[src/rtl/key_note_encoder.sv]
// Piano key front end: synchronizes and debounces seven note keys plus the octave
// switch, and emits the {high,med,low} note code consumed by the tone generator.
module key_note_encoder #(
  parameter int DEBOUNCE_CYCLES = 100000,
  parameter int CNT_W           = 17
) (
  input  logic        clk_5MHz,
  input  logic        rst,
  input  logic [6:0]  key_n,
  input  logic [1:0]  oct_sel,
  output logic [11:0] note_code,
  output logic        note_valid,
  output logic        note_strobe,
  output logic [2:0]  key_idx
);

  localparam logic [CNT_W-1:0] CNT_MAX = CNT_W'(DEBOUNCE_CYCLES - 1);

  typedef enum logic [1:0] {IDLE, ARM, HELD, LEAVE} state_t;

  state_t      state, state_nxt;
  logic [6:0]  key_meta, key_sync;
  logic [1:0]  oct_meta, oct_sync;
  logic [2:0]  cand, cand_r;
  logic [CNT_W-1:0] cnt;
  logic        stable;
  logic [11:0] code_nxt, accept_code;
  logic        valid_nxt, strobe_nxt;
  logic [2:0]  idx_nxt;

  // Lowest pressed degree wins; 0 means no key down.
  always_comb begin
    cand = 3'd0;
    for (int i = 6; i >= 0; i--) begin
      if (!key_sync[i]) cand = 3'(i + 1);
    end
  end

  assign stable = (cand == cand_r) && (cnt == CNT_MAX);

  always_comb begin
    accept_code = 12'h000;
    case (oct_sync)
      2'b00:   accept_code = {8'h00, 1'b0, cand_r};
      2'b10:   accept_code = {1'b0, cand_r, 8'h00};
      default: accept_code = {4'h0, 1'b0, cand_r, 4'h0};
    endcase
  end

  always_ff @(posedge clk_5MHz) begin
    if (rst) begin
      key_meta    <= 7'h7F;
      key_sync    <= 7'h7F;
      oct_meta    <= 2'b01;
      oct_sync    <= 2'b01;
      cand_r      <= 3'd0;
      cnt         <= '0;
      state       <= IDLE;
      note_code   <= 12'h000;
      note_valid  <= 1'b0;
      note_strobe <= 1'b0;
      key_idx     <= 3'd0;
    end else begin
      key_meta    <= key_n;
      key_sync    <= key_meta;
      oct_meta    <= oct_sel;
      oct_sync    <= oct_meta;
      cand_r      <= cand;
      if (cand != cand_r)   cnt <= '0;
      else if (!stable)     cnt <= cnt + CNT_W'(1);
      state       <= state_nxt;
      note_code   <= code_nxt;
      note_valid  <= valid_nxt;
      note_strobe <= strobe_nxt;
      key_idx     <= idx_nxt;
    end
  end

  // key_idx doubles as the latched degree that HELD/LEAVE compare against.
  always_comb begin
    state_nxt  = state;
    code_nxt   = note_code;
    valid_nxt  = note_valid;
    idx_nxt    = key_idx;
    strobe_nxt = 1'b0;
    case (state)
      IDLE: begin
        if (cand_r != 3'd0) state_nxt = ARM;
      end
      ARM: begin
        if (cand_r == 3'd0) begin
          state_nxt = IDLE;
        end else if (stable) begin
          state_nxt  = HELD;
          code_nxt   = accept_code;
          valid_nxt  = 1'b1;
          idx_nxt    = cand_r;
          strobe_nxt = 1'b1;
        end
      end
      HELD: begin
        if (cand_r != key_idx) state_nxt = LEAVE;
      end
      LEAVE: begin
        if (cand_r == key_idx) begin
          state_nxt = HELD;
        end else if (stable && cand_r == 3'd0) begin
          state_nxt = IDLE;
          code_nxt  = 12'h000;
          valid_nxt = 1'b0;
          idx_nxt   = 3'd0;
        end else if (stable) begin
          state_nxt  = HELD;
          code_nxt   = accept_code;
          valid_nxt  = 1'b1;
          idx_nxt    = cand_r;
          strobe_nxt = 1'b1;
        end
      end
      default: state_nxt = IDLE;
    endcase
  end

endmodule

[config.mk]
export PLATFORM = sky130hd
export DESIGN_NAME = key_note_encoder
export DESIGN_NICKNAME = d
export VERILOG_FILES = /design/src/rtl/key_note_encoder.sv
export SDC_FILE = /design/constraint.sdc
export NUM_CORES = 1
export LEC_CHECK = 0
export CAP_MARGIN = 10
export CORE_MARGIN = 4
export CORE_UTILIZATION = 50
export CTS_CLUSTER_DIAMETER = 80
export DETAILED_ROUTE_END_ITERATION = 10
export GPL_TIMING_DRIVEN = 0
export PLACE_DENSITY = 0.77
export SLEW_MARGIN = 20
export SYNTH_ARGS = -nofsm -noshare
export SYNTH_HDL_FRONTEND = slang
export SYNTH_SLANG_ARGS = --single-unit
[constraint.sdc]
create_clock -name clk_5MHz -period 2.6 [get_ports clk_5MHz]
set_clock_uncertainty 0.15 [all_clocks]
set_input_delay 0.78 -clock clk_5MHz [delete_from_list [all_inputs] [get_ports clk_5MHz]]
set_output_delay 0.78 -clock clk_5MHz [all_outputs]
set_load 0.005 [all_outputs]
==> metrics.log, run 1 <==
INFO  metric syn_area_per_cell = 9.27 sq um
INFO  metric worstRegToRegCells = 7
INFO  metric ant_nets = 0
INFO  metric cts_hold_repair.buffers = 0
INFO  metric gpl.final_weighted_congestion = 0.828
INFO  metric route.detailed.drc = 0
INFO  metric finalHoldViolCount = 0
INFO  metric grt_pass1_wl = 7.51 mm
INFO  metric placement_rows = 24
INFO  metric fp.dieH = 76.5 um
INFO  metric tritoncts = done
INFO  metric route.vias.total = 1,887
INFO  metric post_route_cells_drive_above_1_share = 15.2%
INFO  metric port_buffers = 27
INFO  metric fp.dieW = 76.5 um
INFO  metric power.leakage = 1.03 nW
INFO  metric tritoncts_buffer_count = 9
INFO  metric worst-endpoint-required = 2710 ps
INFO  metric final_min_period_over_clock_period = 89.1%
INFO  metric floorplan.initialDensity = 52.8%
INFO  metric worstSkewPairLatency = 330 ps
INFO  metric grt_antenna_before_repair = 0
INFO  metric maxCapViolCount = 0
INFO  metric synth.cell_area = 0.00234 sq mm
INFO  metric area.growth.synth_to_final = 24.9%
INFO  metric sequential_fraction_of_the_synthesis_area = 48.7%
INFO  metric area_of_the_placeable_core = 0.00444 sq mm
INFO  metric critPathMaxStageDelay = 520 ps
INFO  metric final_max_slew_viol_count = 0
INFO  metric timing.hold.worst_path_depth = 1
INFO  metric grt.total_usage = 16.3%
INFO  metric final_period_minus_worst_setup_slack = 2320 ps
INFO  metric r2r-end = cnt[5]
INFO  metric synthesized_nets = 265
INFO  metric synth.yosys.warnings = 0
INFO  metric cts_buffer_depth = 2
INFO  metric worst-slew-pin-transition = 583 ps
INFO  metric headroom_to_the_max_slew_limit = 61.1%
INFO  metric wl_per_cell = 12.7 um
INFO  metric io_pins = 28
INFO  metric hp-start = key_meta[5]
INFO  metric crit_path_top_delay_cell = nor3_1
INFO  metric ctsHtreeMaxLevel = 3
INFO  metric critical_path.reg2reg.startpoint = cand_r[2]
INFO  metric first_global_vias = 1,700
INFO  metric timing.final.setup_violations = 0
INFO  metric hold_class = flip-flop to flip-flop
INFO  metric timing.critical_path.arrival = 2430 ps
INFO  metric detail_route.wirelength = 4.41 mm
INFO  metric fin_setup_tns = 0 ps
INFO  metric worst-setup-path-type = flip-flop to flip-flop
INFO  metric crit_chain = buf_4 > nand4_1 > nor4b_1 > nor3_2 > nor3_1 > o21ai_0 > a21oi_1
INFO  metric synthesis.instances = 253
INFO  metric hold_crit_endpoint = key_sync[5]
INFO  metric totalPowerFinal = 2.03 mW
INFO  metric outcome = complete, no violations
INFO  metric grt_remaining_overflow = 0
INFO  metric peakVddDrop = 419 uV
INFO  metric dr.first_iter.drc_count = 108
INFO  metric num_antenna_cells = 0
INFO  metric hpwl = 3.05 mm
INFO  metric pin_count_of_the_biggest_net_entering_global_routing = 11
INFO  metric cell_variety_after_synth = 40
INFO  metric critPathMaxFanout = 10
INFO  metric critical_path_start_type = flip-flop
INFO  metric p_per_area = 693 mW/mm^2
INFO  metric max_freq = 0.431 GHz
INFO  metric fin_nets = 304
INFO  metric grt_setup_unrepaired = false
INFO  metric worstSetupEndpointType = flip-flop
INFO  metric tritoncts_num_sinks = 57
INFO  metric ff2ff_setup_slack = 280 ps
INFO  metric clk_root_buffer_cell = clkbuf_8
INFO  metric vias_per_cell = 5.42
INFO  metric die_area = 0.00585 sq mm
INFO  metric clkTransAtPathRegs = 60 ps
INFO  metric drt_pre_antenna_iters = 4
INFO  metric synth-seq-cells = 57
-- cells in the final DEF, fill, tap and decap left out, drive strengths merged, types with 9 or more instances in the layout --
cell,instances
nand2,14
clkdlybuf4s50,27
or2,16
a21oi,18
nand2b,12
buf,9
clkbuf,14
nor2,23
dfxtp,57
nand3,17
-- worst max-delay path by stage --
stage	start	to	slack (ps)	depth (start not counted)
floorplan	cnt[0]	flip-flop	470	8
global placement	rst	key_sync[6]	140	4
detailed placement	rst	key_meta[6]	120	4
CTS	cnt[0]	flip-flop	150	8
global route	cand_r[2]	cnt[5]	140	7
finish	cand_r[2]	cnt[5]	280	7
-- kinds of logic after synthesis --
logic type                 synth area share [%]
muxes                                      1.28
xor gates and xnor gates                   5.60
and+or+nand+nor                            30.6
DFF                                        48.7
adders and majority gates                 0.534
AOI/OAI and AO/OA                          9.50
buffers and inverters                      3.84
-- report_power, final --
group          total (mW)  leakage, nW  switching, mW  internal, mW
registers           0.907        0.464         0.0140         0.893
logic               0.117        0.448         0.0650        0.0522
clock network        1.01        0.122          0.348         0.657
total                2.03         1.03          0.427          1.60
-- layer usage --
layer	track usage [%]	wire length, um
met5	0	0
met4	11.1	63
met3	5.44	216
met2	25.7	2130
met1	18.7	2000
-- cell usage after synthesis (all sizes together) --
cell / number / area share (%)
ha: 1 / 0.53
a311oi: 1 / 0.64
mux2i: 3 / 1.3
inv: 4 / 0.64
nand2b: 12 / 3.2
o31ai: 2 / 0.64
nor3b: 4 / 1.3
nor4: 4 / 1.7
and3: 5 / 1.3
o41ai: 2 / 0.75
nand2: 14 / 2.2
and2: 1 / 0.27
o32ai: 1 / 0.37
xor2: 7 / 2.6
o221ai: 1 / 0.37
a21oi: 18 / 3.8
o21ai: 4 / 0.85
nor2: 23 / 3.7
buf: 8 / 2.6
nand4: 7 / 2.5
or2: 16 / 4.3
dfxtp: 57 / 49
a21o: 1 / 0.32
nor3: 8 / 1.9
or3: 8 / 2.1
nor4b: 2 / 0.75
xnor2: 8 / 3.0
nand3: 17 / 3.6
nand3b: 1 / 0.32
a41oi: 1 / 0.37
nor2b: 5 / 1.3
a21boi: 1 / 0.32
o2111a: 1 / 0.48
clkbuf: 4 / 0.64
a211oi: 1 / 0.53
-- what timing repair did --
| action | CTS | global route |
|---|---|---|
| gates resized for setup | 0 | 0 |
| setup buffers | 0 | 1 |
| setup endpoints to repair | 0 | 7 |
-- critical path, delay by kind of cell, from the launching register on --
family | cells | cell delay [ps]
AND/OR/NAND/NOR | 4 | 1270
flip-flops | 1 | 330
AO/OA/AOI/OAI | 2 | 340
buffers and inverters | 1 | 170
-- metrics by stage --
step                area (sq um)  hold slack (ps)  worst slack, ps  instances  utilization (%)
detailed placement          2680              243              119        332             60.3
CTS                         2920              261              154        347             65.7
global placement            2680              241              136        332             60.3
finish                      2930              259              282        348             65.9
global route                2930              268              144        348             65.9
floorplan                   2340              239              470        253                -
-- state kept, by name, summed over array words and instances, names as in the netlist, named ones only --
name         flops
cand_r           3
cnt             17
key_idx          2
key_meta         7
key_sync         7
note_code       12
note_strobe      1
oct_meta         2
oct_sync         2
state            2
-- layout make-up --
type | count | area [sq um]
sequential | 57 | 1140
multi-input combinational | 180 | 1110
timing repair buffer | 28 | 278
buffer | 12 | 75.1
clock inverter | 5 | 104
tap | 52 | 65.1
fill | 382 | 1520
inverter | 4 | 15.0
clock buffer | 10 | 138
(Power assumes the default switching activity.)
==> run 2: changes to the inputs <==
Settings changed: CELL_PAD_IN_SITES_DETAIL_PLACEMENT set to 0, CELL_PAD_IN_SITES_GLOBAL_PLACEMENT set to 1, CORE_UTILIZATION 50 to 42, PLACE_DENSITY 0.77 to 0.82, SLEW_MARGIN 20 to not set.
Clock period 2.6 ns to 2.45 ns, I/O delays scaled along.
==> run 2 against run 1 <==
Net effect: total power up 2.4%; register-to-register slack worse by 80 ps; final cell count up 5.5%; clock power about the same; final area up 0.51%; via count down 3.0%; first-iteration DRC count up 10%; combinational power up 8%; largest cell class unchanged; wire length up 3.3%.
==> metrics.log, run 2 (synthesized netlist as in run 1, its figures left out) <==
INFO  metric route.detailed.drc = 0 (unchanged)
INFO  metric hold_class = flip-flop to flip-flop (unchanged)
INFO  metric critPathMaxStageDelay = 410 ps (was 520 ps)
INFO  metric critPathMaxFanout = 10 (unchanged)
INFO  metric die_area = 0.00684 sq mm (was 0.00585 sq mm)
INFO  metric place_inst = 350 (was 332)
INFO  metric worst-setup-path-type = flip-flop to flip-flop (unchanged)
INFO  metric postLayoutSetupSlackWorst = 207 ps (was 282 ps)
INFO  metric drt_pre_antenna_iters = 4 (unchanged)
INFO  metric fin_nets = 304 (unchanged)
INFO  metric crit_chain = ha_2 > and3_1 > and3_1 > nand4_4 > nor4_4 > buf_6 > mux2i_1 > nor2_1 (was buf_4 > nand4_1 > nor4b_1 > nor3_2 > nor3_1 > o21ai_0 > a21oi_1)
INFO  metric wl_per_cell = 12.4 um (was 12.7 um)
INFO  metric clkTransAtPathRegs = 80 ps (was 60 ps)
INFO  metric layout.cells.most_common_list = 57 x dfxtp_1, 27 x clkdlybuf4s50_1, 23 x nor2_1 (unchanged)
INFO  metric finish.instance_area = 0.00294 sq mm (was 0.00293 sq mm)
INFO  metric critical_path.reg2reg.startpoint = cnt[0] (was cand_r[2])
INFO  metric first_global_vias = 1,725 (was 1,700)
INFO  metric path_common_cell = and3_1
INFO  metric timing.final.setup_violations = 0 (unchanged)
INFO  metric grt_antenna_before_repair = 0 (unchanged)
INFO  metric port_buffers = 27 (unchanged)
INFO  metric maxCapViolCount = 0 (unchanged)
INFO  metric grt_setup_unrepaired = false (unchanged)
INFO  metric placement_rows = 26 (was 24)
INFO  metric totalPowerFinal = 2.08 mW (was 2.03 mW)
INFO  metric tritoncts_num_sinks = 57 (unchanged)
INFO  metric ctsHtreeMaxLevel = 3 (unchanged)
INFO  metric gpl.final_weighted_congestion = 0.854 (was 0.828)
INFO  metric timing.critical_path.arrival = 2300 ps (was 2430 ps)
INFO  metric final_period_minus_worst_setup_slack = 2240 ps (was 2320 ps)
INFO  metric peakVddDrop = 460 uV (was 419 uV)
INFO  metric grt.total_usage = 15.1% (was 16.3%)
INFO  metric pin_count_of_the_biggest_net_entering_global_routing = 13 (was 11)
INFO  metric worstRegToRegCells = 8 (was 7)
INFO  metric dr.first_iter.drc_count = 119 (was 108)
INFO  metric io_pins = 28 (unchanged)
INFO  metric cts_hold_repair.buffers = 0 (unchanged)
INFO  metric route.vias.total = 1,830 (was 1,887)
INFO  metric power.leakage = 1.02 nW (was 1.03 nW)
INFO  metric finalHoldViolCount = 0 (unchanged)
INFO  metric finish.cell_count_without_fillers = 367 (was 348)
INFO  metric fp.dieW = 82.7 um (was 76.5 um)
INFO  metric max_flop_register = cnt (unchanged)
INFO  metric area_of_the_placeable_core = 0.00527 sq mm (was 0.00444 sq mm)
INFO  metric largest_reg_flops = 17 (unchanged)
INFO  metric grt_remaining_overflow = 0 (unchanged)
INFO  metric hpwl = 3.19 mm (was 3.05 mm)
INFO  metric commonest_non_fill_non_tap_cell_in_the_layout = dfxtp_1 (unchanged)
INFO  metric tritoncts = done (unchanged)
INFO  metric worst-slew-pin-transition = 613 ps (was 583 ps)
INFO  metric timing.critical_path.depth = 8 (was 7)
INFO  metric hp-start = key_meta[6] (was key_meta[5])
INFO  metric crit_path_top_delay_cell = dfxtp_1 (was nor3_1)
INFO  metric fin_setup_tns = 0 ps (unchanged)
INFO  metric grt_pass1_wl = 7.85 mm (was 7.51 mm)
INFO  metric p_per_area = 706 mW/mm^2 (was 693 mW/mm^2)
INFO  metric detail_route.wirelength = 4.55 mm (was 4.41 mm)
INFO  metric timing.hold.worst_path_depth = 1 (unchanged)
INFO  metric critical_path_start_type = flip-flop (unchanged)
INFO  metric headroom_to_the_max_slew_limit = 59.0% (was 61.1%)
INFO  metric worst-endpoint-required = 2510 ps (was 2710 ps)
INFO  metric dpl_cell_area = 0.00270 sq mm (was 0.00268 sq mm)
INFO  metric place_ws = 18.0 ps (was 119 ps)
INFO  metric num_antenna_cells = 0 (unchanged)
INFO  metric tritoncts_buffer_count = 9 (unchanged)
INFO  metric r2r-end = key_idx[0] (was cnt[5])
INFO  metric worstSkewPairLatency = 330 ps (about the same)
INFO  metric floorplan.initialDensity = 44.5% (was 52.8%)
INFO  metric ant_nets = 0 (unchanged)
INFO  metric clk_root_buffer_cell = clkbuf_8 (unchanged)
INFO  metric critical-path-top-delay-family = simple AND/OR/NAND/NOR gates (unchanged)
INFO  metric max_freq = 0.446 GHz (was 0.431 GHz)
INFO  metric outcome = complete, no violations (unchanged)
INFO  metric worstSetupEndpointType = flip-flop (unchanged)
INFO  metric vias_per_cell = 4.99 (was 5.42)
INFO  metric fp.dieH = 82.7 um (was 76.5 um)
INFO  metric final_min_period_over_clock_period = 91.6% (was 89.1%)
INFO  metric area.growth.synth_to_final = 25.6% (was 24.9%)
INFO  metric ff2ff_setup_slack = 210 ps (was 280 ps)
INFO  metric hold_crit_endpoint = key_sync[6] (was key_sync[5])
INFO  metric largestRegisters = cnt: 17 flops, note_code: 12 flops (unchanged)
INFO  metric post_route_cells_drive_above_1_share = 16.2% (was 15.2%)
INFO  metric fillCellCount = 512 (was 382)
INFO  metric final_max_slew_viol_count = 0 (unchanged)
INFO  metric worst-path-buf-inv = 1 (unchanged)
INFO  metric cts_buffer_depth = 2 (unchanged)
-- run 2: cell count changes in the layout (fill, tap and decap cells not counted), sizes merged --
cell | before | now
clkinv | 2 | 3
clkinvlp | 0 | 1
inv | 4 | 5
clkbuf | 14 | 13
bufinv | 3 | 2
-- run 2: stage by stage --
stage          util [%]  hold slack (ps)
2_1_floorplan         -              239
3_3_place_gp       51.3              241
3_5_place_dp       51.3              243
4_1_cts            55.6              255
5_1_grt            55.9              271
6_report           55.9              256
-- run 2: repair_timing --
action / 4_1_cts / 5_1_grt
buffers inserted: 0 / 1
endpoints found under the setup margin: 0 / 19
resized for setup: 0 / 2
-- run 2: layout make-up --
type | instances | area (sq um) | share of cell area, %
clock inverter | 7 | 103 | 3.48
timing repair buffer | 28 | 278 | 9.43
clock buffer | 9 | 124 | 4.21
inverter | 4 | 15.0 | 0.510
buffer | 12 | 75.1 | 2.55
multi-input combinational | 180 | 1120 | 38.1
tap | 70 | 87.6 | 2.97
sequential | 57 | 1140 | 38.8
-- run 2: worst max path at each step --
stage / start / endpoint / slack [ps]
3_5_place_dp: rst / key_sync[6] / 20
6_report: cnt[0] / key_idx[0] / 210
2_1_floorplan: cnt[0] / flip-flop / 320
4_1_cts: cnt[0] / key_idx[0] / 8
3_3_place_gp: rst / key_sync[6] / 2
5_1_grt: cnt[0] / note_code[9] / 10
-- run 2: per-layer routing --
layer  vias up  wire [um]  global-route usage, %
li1        951          -                      -
met1       847       2280                   19.9
met2        27       2030                   22.6
met3         5        169                   4.01
met4         0         71                   7.84
met5         -          0                      0
-- run 2: where the power goes --
part / leakage [nW] / total, mW / switching [mW] / internal [mW]
Sequential: 0.464 / 0.961 / 0.0141 / 0.947
Combinational: 0.446 / 0.126 / 0.0699 / 0.0557
Clock: 0.110 / 0.991 / 0.411 / 0.581
Total: 1.02 / 2.08 / 0.495 / 1.58
